File: src/rtl/ammod_pulse_ctrl.sv
// ammod_pulse_ctrl
//   Schedules AM-modulator pulses from a 2-deep command FIFO against a
//   free-running 32-bit time base. Each command holds a start time, an
//   envelope address/length and the modulator parameters. Envelope
//   addresses are issued one per clock while playing. A LAT-deep copy of
//   env_en marks valid modulator output words.
//
// Ports
//   clk, reset                  clock, synchronous active-high reset
//   cmd_valid / cmd_ready       command handshake
//   cmd_tstart                  absolute start time (clocks)
//   cmd_envaddr, cmd_envlen     first envelope word address, length in words
//   cmd_freqaddr, cmd_pini      frequency-table address, initial phase
//   cmd_ampx, cmd_ampy          complex amplitude
//   tcnt                        phase time to the modulator (tnow one clock late)
//   envaddr, freqaddr           memory read addresses
//   pini, ampx, ampy            parameters of the active pulse
//   env_en                      envelope address valid this clock
//   out_gate                    env_en delayed by LAT clocks
//   pulse_done                  one-clock strobe on the falling edge of out_gate
//   late                        sticky: a pulse started after its tstart
//   tnow                        free-running time counter
module ammod_pulse_ctrl #(
  parameter int unsigned NSLICE = 16,
  parameter int unsigned ENVAW  = 12,
  parameter int unsigned LAT    = 24
) (
  input  logic             clk,
  input  logic             reset,
  input  logic             cmd_valid,
  output logic             cmd_ready,
  input  logic [31:0]      cmd_tstart,
  input  logic [ENVAW-1:0] cmd_envaddr,
  input  logic [ENVAW-1:0] cmd_envlen,
  input  logic [7:0]       cmd_freqaddr,
  input  logic [16:0]      cmd_pini,
  input  logic [15:0]      cmd_ampx,
  input  logic [15:0]      cmd_ampy,
  output logic [17:0]      tcnt,
  output logic [ENVAW-1:0] envaddr,
  output logic [7:0]       freqaddr,
  output logic [16:0]      pini,
  output logic [15:0]      ampx,
  output logic [15:0]      ampy,
  output logic             env_en,
  output logic             out_gate,
  output logic             pulse_done,
  output logic             late,
  output logic [31:0]      tnow
);

  // NSLICE only describes the downstream modulator; reject nonsense values.
  if (NSLICE < 1 || LAT < 1 || ENVAW < 1) begin : g_bad_param
    $error("ammod_pulse_ctrl: NSLICE, LAT and ENVAW must be >= 1");
  end

  typedef enum logic [1:0] {S_IDLE, S_WAIT, S_PLAY} state_t;

  typedef struct packed {
    logic [31:0]      tstart;
    logic [ENVAW-1:0] envaddr;
    logic [ENVAW-1:0] envlen;
    logic [7:0]       freqaddr;
    logic [16:0]      pini;
    logic [15:0]      ampx;
    logic [15:0]      ampy;
  } cmd_t;

  // ---------------------------------------------------------------- time base
  logic [31:0] tnext;
  assign tnext = tnow + 32'd1;

  always_ff @(posedge clk) begin
    if (reset) begin
      tnow <= '0;
      tcnt <= '0;
    end else begin
      tnow <= tnext;
      tcnt <= tnow[17:0];
    end
  end

  // ---------------------------------------------------------- command FIFO
  cmd_t       fifo_mem [2];
  cmd_t       in_cmd;
  cmd_t       head;
  logic       rptr, wptr;
  logic [1:0] count;
  logic       full, empty, push, pop;

  assign in_cmd    = {cmd_tstart, cmd_envaddr, cmd_envlen, cmd_freqaddr,
                      cmd_pini, cmd_ampx, cmd_ampy};
  assign full      = (count == 2'd2);
  assign empty     = (count == 2'd0);
  assign head      = fifo_mem[rptr];
  assign cmd_ready = ~full & ~reset;
  assign push      = cmd_valid & cmd_ready;

  always_ff @(posedge clk) begin
    if (reset) begin
      rptr  <= 1'b0;
      wptr  <= 1'b0;
      count <= '0;
    end else begin
      if (push) begin
        fifo_mem[wptr] <= in_cmd;
        wptr           <= ~wptr;
      end
      if (pop) rptr <= ~rptr;
      case ({push, pop})
        2'b10:   count <= count + 2'd1;
        2'b01:   count <= count - 2'd1;
        default: count <= count;
      endcase
    end
  end

  // ------------------------------------------------------------------- FSM
  state_t           state, nxt;
  logic             latch, late_set;
  logic [31:0]      cur_tstart;
  logic [ENVAW-1:0] remain;
  logic [31:0]      diff;

  // Decisions look one clock ahead (tnow+1) so that env_en, a pure decode
  // of the state register, is high exactly in the clock where tnow == tstart.
  assign diff = tnext - cur_tstart;

  always_ff @(posedge clk) begin
    if (reset) state <= S_IDLE;
    else       state <= nxt;
  end

  always_comb begin
    nxt      = state;
    pop      = 1'b0;
    latch    = 1'b0;
    late_set = 1'b0;
    unique case (state)
      S_IDLE: begin
        if (!empty) begin
          pop = 1'b1;
          // zero-length commands are dropped without touching any output
          if (head.envlen != '0) begin
            latch = 1'b1;
            nxt   = S_WAIT;
          end
        end
      end
      S_WAIT: begin
        if (diff == '0) begin
          nxt = S_PLAY;
        end else if (!diff[31]) begin
          late_set = 1'b1;
          nxt      = S_PLAY;
        end
      end
      S_PLAY: begin
        if (remain == ENVAW'(1)) begin
          nxt = S_IDLE;
          if (!empty) begin
            pop = 1'b1;
            if (head.envlen != '0) begin
              latch = 1'b1;
              nxt   = (head.tstart == tnext) ? S_PLAY : S_WAIT;
            end
          end
        end
      end
      default: nxt = S_IDLE;
    endcase
  end

  assign env_en = (state == S_PLAY);

  // ------------------------------------------------------------- datapath
  always_ff @(posedge clk) begin
    if (reset) begin
      cur_tstart <= '0;
      envaddr    <= '0;
      remain     <= '0;
      freqaddr   <= '0;
      pini       <= '0;
      ampx       <= '0;
      ampy       <= '0;
      late       <= 1'b0;
    end else begin
      if (latch) begin
        cur_tstart <= head.tstart;
        envaddr    <= head.envaddr;
        remain     <= head.envlen;
        freqaddr   <= head.freqaddr;
        pini       <= head.pini;
        ampx       <= head.ampx;
        ampy       <= head.ampy;
      end else if (state == S_PLAY) begin
        envaddr <= envaddr + ENVAW'(1);
        remain  <= remain - ENVAW'(1);
      end
      if (late_set) late <= 1'b1;
    end
  end

  // ------------------------------------------------------ output gating
  logic [LAT-1:0] gate_sr, gate_next;
  logic           gate_q;

  if (LAT == 1) begin : g_lat1
    assign gate_next = env_en;
  end else begin : g_latn
    assign gate_next = {gate_sr[LAT-2:0], env_en};
  end

  always_ff @(posedge clk) begin
    if (reset) begin
      gate_sr <= '0;
      gate_q  <= 1'b0;
    end else begin
      gate_sr <= gate_next;
      gate_q  <= out_gate;
    end
  end

  assign out_gate   = gate_sr[LAT-1];
  // back-to-back pulses merge into one gate, hence one strobe at its end
  assign pulse_done = gate_q & ~out_gate;

endmodule
File: config.mk
export PLATFORM = sky130hd
export DESIGN_NAME = ammod_pulse_ctrl
export DESIGN_NICKNAME = d
export VERILOG_FILES = /design/src/rtl/ammod_pulse_ctrl.sv
export SDC_FILE = /design/constraint.sdc
export NUM_CORES = 1
export LEC_CHECK = 0
export CAP_MARGIN = 10
export CORE_MARGIN = 10
export CORE_UTILIZATION = 50
export DETAILED_ROUTE_END_ITERATION = 10
export PLACE_DENSITY = 0.87
export SLEW_MARGIN = 15
export SYNTH_ARGS = -nofsm -noshare
export SYNTH_HDL_FRONTEND = slang
export SYNTH_SLANG_ARGS = --single-unit
File: constraint.sdc
create_clock -name clk -period 6.6 [get_ports clk]
set_input_delay 0.99 -clock clk [delete_from_list [all_inputs] [get_ports clk]]
set_output_delay 0.99 -clock clk [all_outputs]
set_load 0.03 [all_outputs]
==> impl_metrics.csv <==
group,metric,value,unit
run_status,status,"finished, final reports clean",
global_route,grt_pass1_wl,73600,um
sta,setup_viol,0,
yosys,synth-edff-count,226,
worst_setup_path,path_class,"flop to flop",
yosys,synth_cell_type_count,75,
global_route,grt_use_total,21.0,%
worst_setup_path,reg2reg_slack,1.50,ns
sta,post-route-period-util,77.3,%
floorplanning,initial_core_util,50.8,%
worst_setup_path,reg2reg_from,"tnow[4]",
sta,setup_tns,0,ns
pwr,clkPwrFrac,24.3,%
cells_and_area,finalNetCount,1924,
floorplanning,die_x,210,um
clock_network,htreeDepth,2,
clock_network,cts-resized-gates,0,
route,vias_per_cell,5.72,
global_route,grt_max_degree,166,
yosys,synth-seq-cells,422,
sta,skew,0.0183,ns
route,drt_iter0_drc,1054,
floorplanning,boundaryPins,240,
floorplanning,die_area,0.0442,mm^2
clock_network,cts_hold_buf,0,
yosys,synth_async_sr_flop_share,0,%
route,drt-total-wl,47700,um
sta,max-slew-margin-rel,38.2,%
yosys,syn_avg_cell_area,11.6,um^2
clock_network,cts_max_path_buffers,3,
place,port_buffers,239,
pwr,max-vdd-ir-drop,0.336,mV
cells_and_area,layout-area-overhead-vs-synth,23.2,%
pwr,comb_power_share,39.8,%
clock_network,tritoncts,"built",
worst_setup_path,ff2ff_path_depth,15,
hold_path,hold_path.class,"flop to flop",
floorplanning,core_area,0.0357,mm^2
sta,drv_slew,0,
worst_setup_path,worst_setup_path_start_kind,"flop",
yosys,yosys.area.top_type,"edfxtp_1",
clock_network,clock_latency,0.57,ns
worst_setup_path,end_kind,"flop",
global_route,grt-ovfl-total,0,
clock_network,postCtsSetupBuffers,0,
place,gp_congestion,0.951,
sta,fin_crit,5.10,ns
pwr,switchingPower,3.82,mW
floorplanning,die_y,210,um
pwr,power,10.0,mW
route,drt_first_pass_iters,5,
worst_setup_path,cp.arrival,5.60,ns
sta,rsz0062_at_grt,"false",
clock_network,cts_buffers,43,
yosys,synthTopCellsByArea,"edfxtp_1 (38%), dfxtp_1 (22%), mux2i_1 (5.9%)",
worst_setup_path,cp_max_fo,13,
yosys,yosysWarningCount,0,
sta,setup_ws,1.50,ns
pwr,p_per_area,451,mW/mm^2
pwr,p_leak,7.90,nW
worst_setup_path,worstSetupEndpoint,"late",
worst_setup_path,rr_endpoint,"late",
place,dp_slack,1.61,ns
yosys,synth_fp_nets,1715,
cells_and_area,multiInputGateArea,0.00685,mm^2
yosys,syn-instance-count,1562,
job,maxCapViolCount,0,
yosys,synth-main-ff-cell,"edfxtp_1",
place,dp.final_hpwl,33500,um
yosys,synth_area,0.0181,mm^2
worst_setup_path,required,7.11,ns
cells_and_area,drive_gt1_share,6.26,%
global_route,antenna_found_initial,6,
pwr,p_seq_share,36.0,%
route,drc,0,
floorplanning,fp-row-count,69,
yosys,ys_seq_area_share,59.2,%
cells_and_area,n_fill_cell,2669,
cells_and_area,seq_area,0.0107,mm^2
sta,hold_viol,0,
worst_setup_path,cp-startpoint,"tnow[4]",
pwr,p_sw_share,38.0,%
route,vias,13000,
yosys,synth_top_area_share,37.5,%
global_route,first_global_vias,13200,
clock_network,cts.reportedPaths.clkPinSlew,0.06,ns
clock_network,clock_tree.root_cell,"clkbuf_16",
clock_network,cts_sinks,422,
sta,clock.fmax,196,MHz
pwr,p_int,6.23,mW
sta,worst_pin_slew,0.923,ns
route,wire_per_inst,21.0,um
route,ant_nets,0,
power by group through the flow:
stage               registers (mW)  logic (mW)  clock network [mW]
detailed placement            3.65        3.94                   0
global placement              3.62        3.89                   0
floorplan                     3.95        2.35                   0
finish                        3.61        3.99                2.44
global route                  3.66        4.35                2.59
CTS                           3.61        3.99                2.48
area by class of cell:
cell class | count | area share [%]
diodes | 4 | 0.0449
clock inverters | 21 | 1.07
well taps | 461 | 2.59
inverters | 59 | 0.994
repair buffers | 248 | 11.2
multi-input cells | 997 | 30.7
clock buffers | 58 | 5.35
flip-flops and latches | 422 | 48.1
metal layers:
metal  GRT usage (%)  vias up  routed length [um]
met2            35.1      529               23400
met1            25.6     6215               19200
met5               0        -                  37
met4            7.27        6                1120
li1                -     6163                   -
met3            5.71       76                3990
placed cells by master, fill, tap and decap left out, types with 19 or more instances in the layout:
master and count:
and2_1 23, mux2i_1 107, o21ai_0 51, nand2_1 75
ha_1 36, a21oi_1 62, dfxtp_1 195, nand3_1 33
nor2_1 168, xnor2_1 39, nand4_1 21, clkbuf_16 43
inv_1 58, nor2b_1 52, a211oi_1 99, xor2_1 28
nor4_1 19, edfxtp_1 226, clkdlybuf4s50_1 238
state kept, by name (all words and copies together) (netlist names), 2 cells and up, named ones only:
register and flops:
gate_sr 24, tnow 32, envaddr 12, state 2
tcnt 18, fifo_mem 226, remain 12, freqaddr 8
count 2, pini 17, ampx 16, cur_tstart 32
ampy 16
through the flow:
stage / util [%] / hold WS (ns) / cell area (um^2) / cells
final: 62.5 / 0.433 / 22300 / 2270
after global routing: 62.5 / 0.455 / 22300 / 2266
after CTS: 62.5 / 0.438 / 22300 / 2266
after detailed placement: 58.5 / 0.424 / 20800 / 2187
after global placement: 58.5 / 0.418 / 20800 / 2187
after floorplan: - / 0.414 / 18100 / 1562
cell usage after synthesis, types with 7 or more instances:
library cell	n
nor2b_1	52
nand3_1	33
mux2_2	13
nand4_1	21
buf_2	10
a2111oi_0	8
nor4_1	19
nand2_1	75
o21ai_0	51
and2_1	23
and3_1	18
ha_1	36
mux2i_1	107
edfxtp_1	226
buf_1	11
nor2_1	170
xor2_1	28
nand2b_1	9
inv_1	58
clkbuf_1	61
a31oi_1	7
or3_1	9
nor3_1	14
a21oi_1	62
o211ai_1	7
dfxtp_1	196
a211oi_1	99
xnor2_1	39
critical path, stage by stage (launching register included):
cell       delay [ns]
dfxtp_1          0.52
nand4_2          0.38
or3_1            0.59
nor3_1           0.44
and3_1           0.25
xor2_1           0.09
ha_1             0.24
a2111oi_0        0.64
o221ai_1         0.23
and2_1           0.24
or3b_2           0.47
o221ai_1         0.20
o21ai_0          0.12
mux2_2           0.32
o21bai_1         0.14
o311a_1          0.17
cells by family after synthesis:
group	share of synthesized area (%)
simple gates	12.9
flops	59.2
compound gates	11.1
buf+inv	3.08
mux	6.73
xor+xnor	4.36
fa+ha+maj	2.60
how the worst min path moves through the flow:
stage	startpoint	end	slack, ns	depth (start not counted)
global placement	gate_sr[1]	gate_sr[2]	0.42	1
global route	gate_sr[12]	gate_sr[13]	0.45	1
finish	gate_sr[8]	gate_sr[9]	0.43	1
detailed placement	gate_sr[8]	gate_sr[9]	0.42	1
floorplan	gate_sr[9]	gate_sr[10]	0.41	1
CTS	gate_sr[8]	gate_sr[9]	0.44	1
No activity file was read; power rests on OpenSTA's default activity.
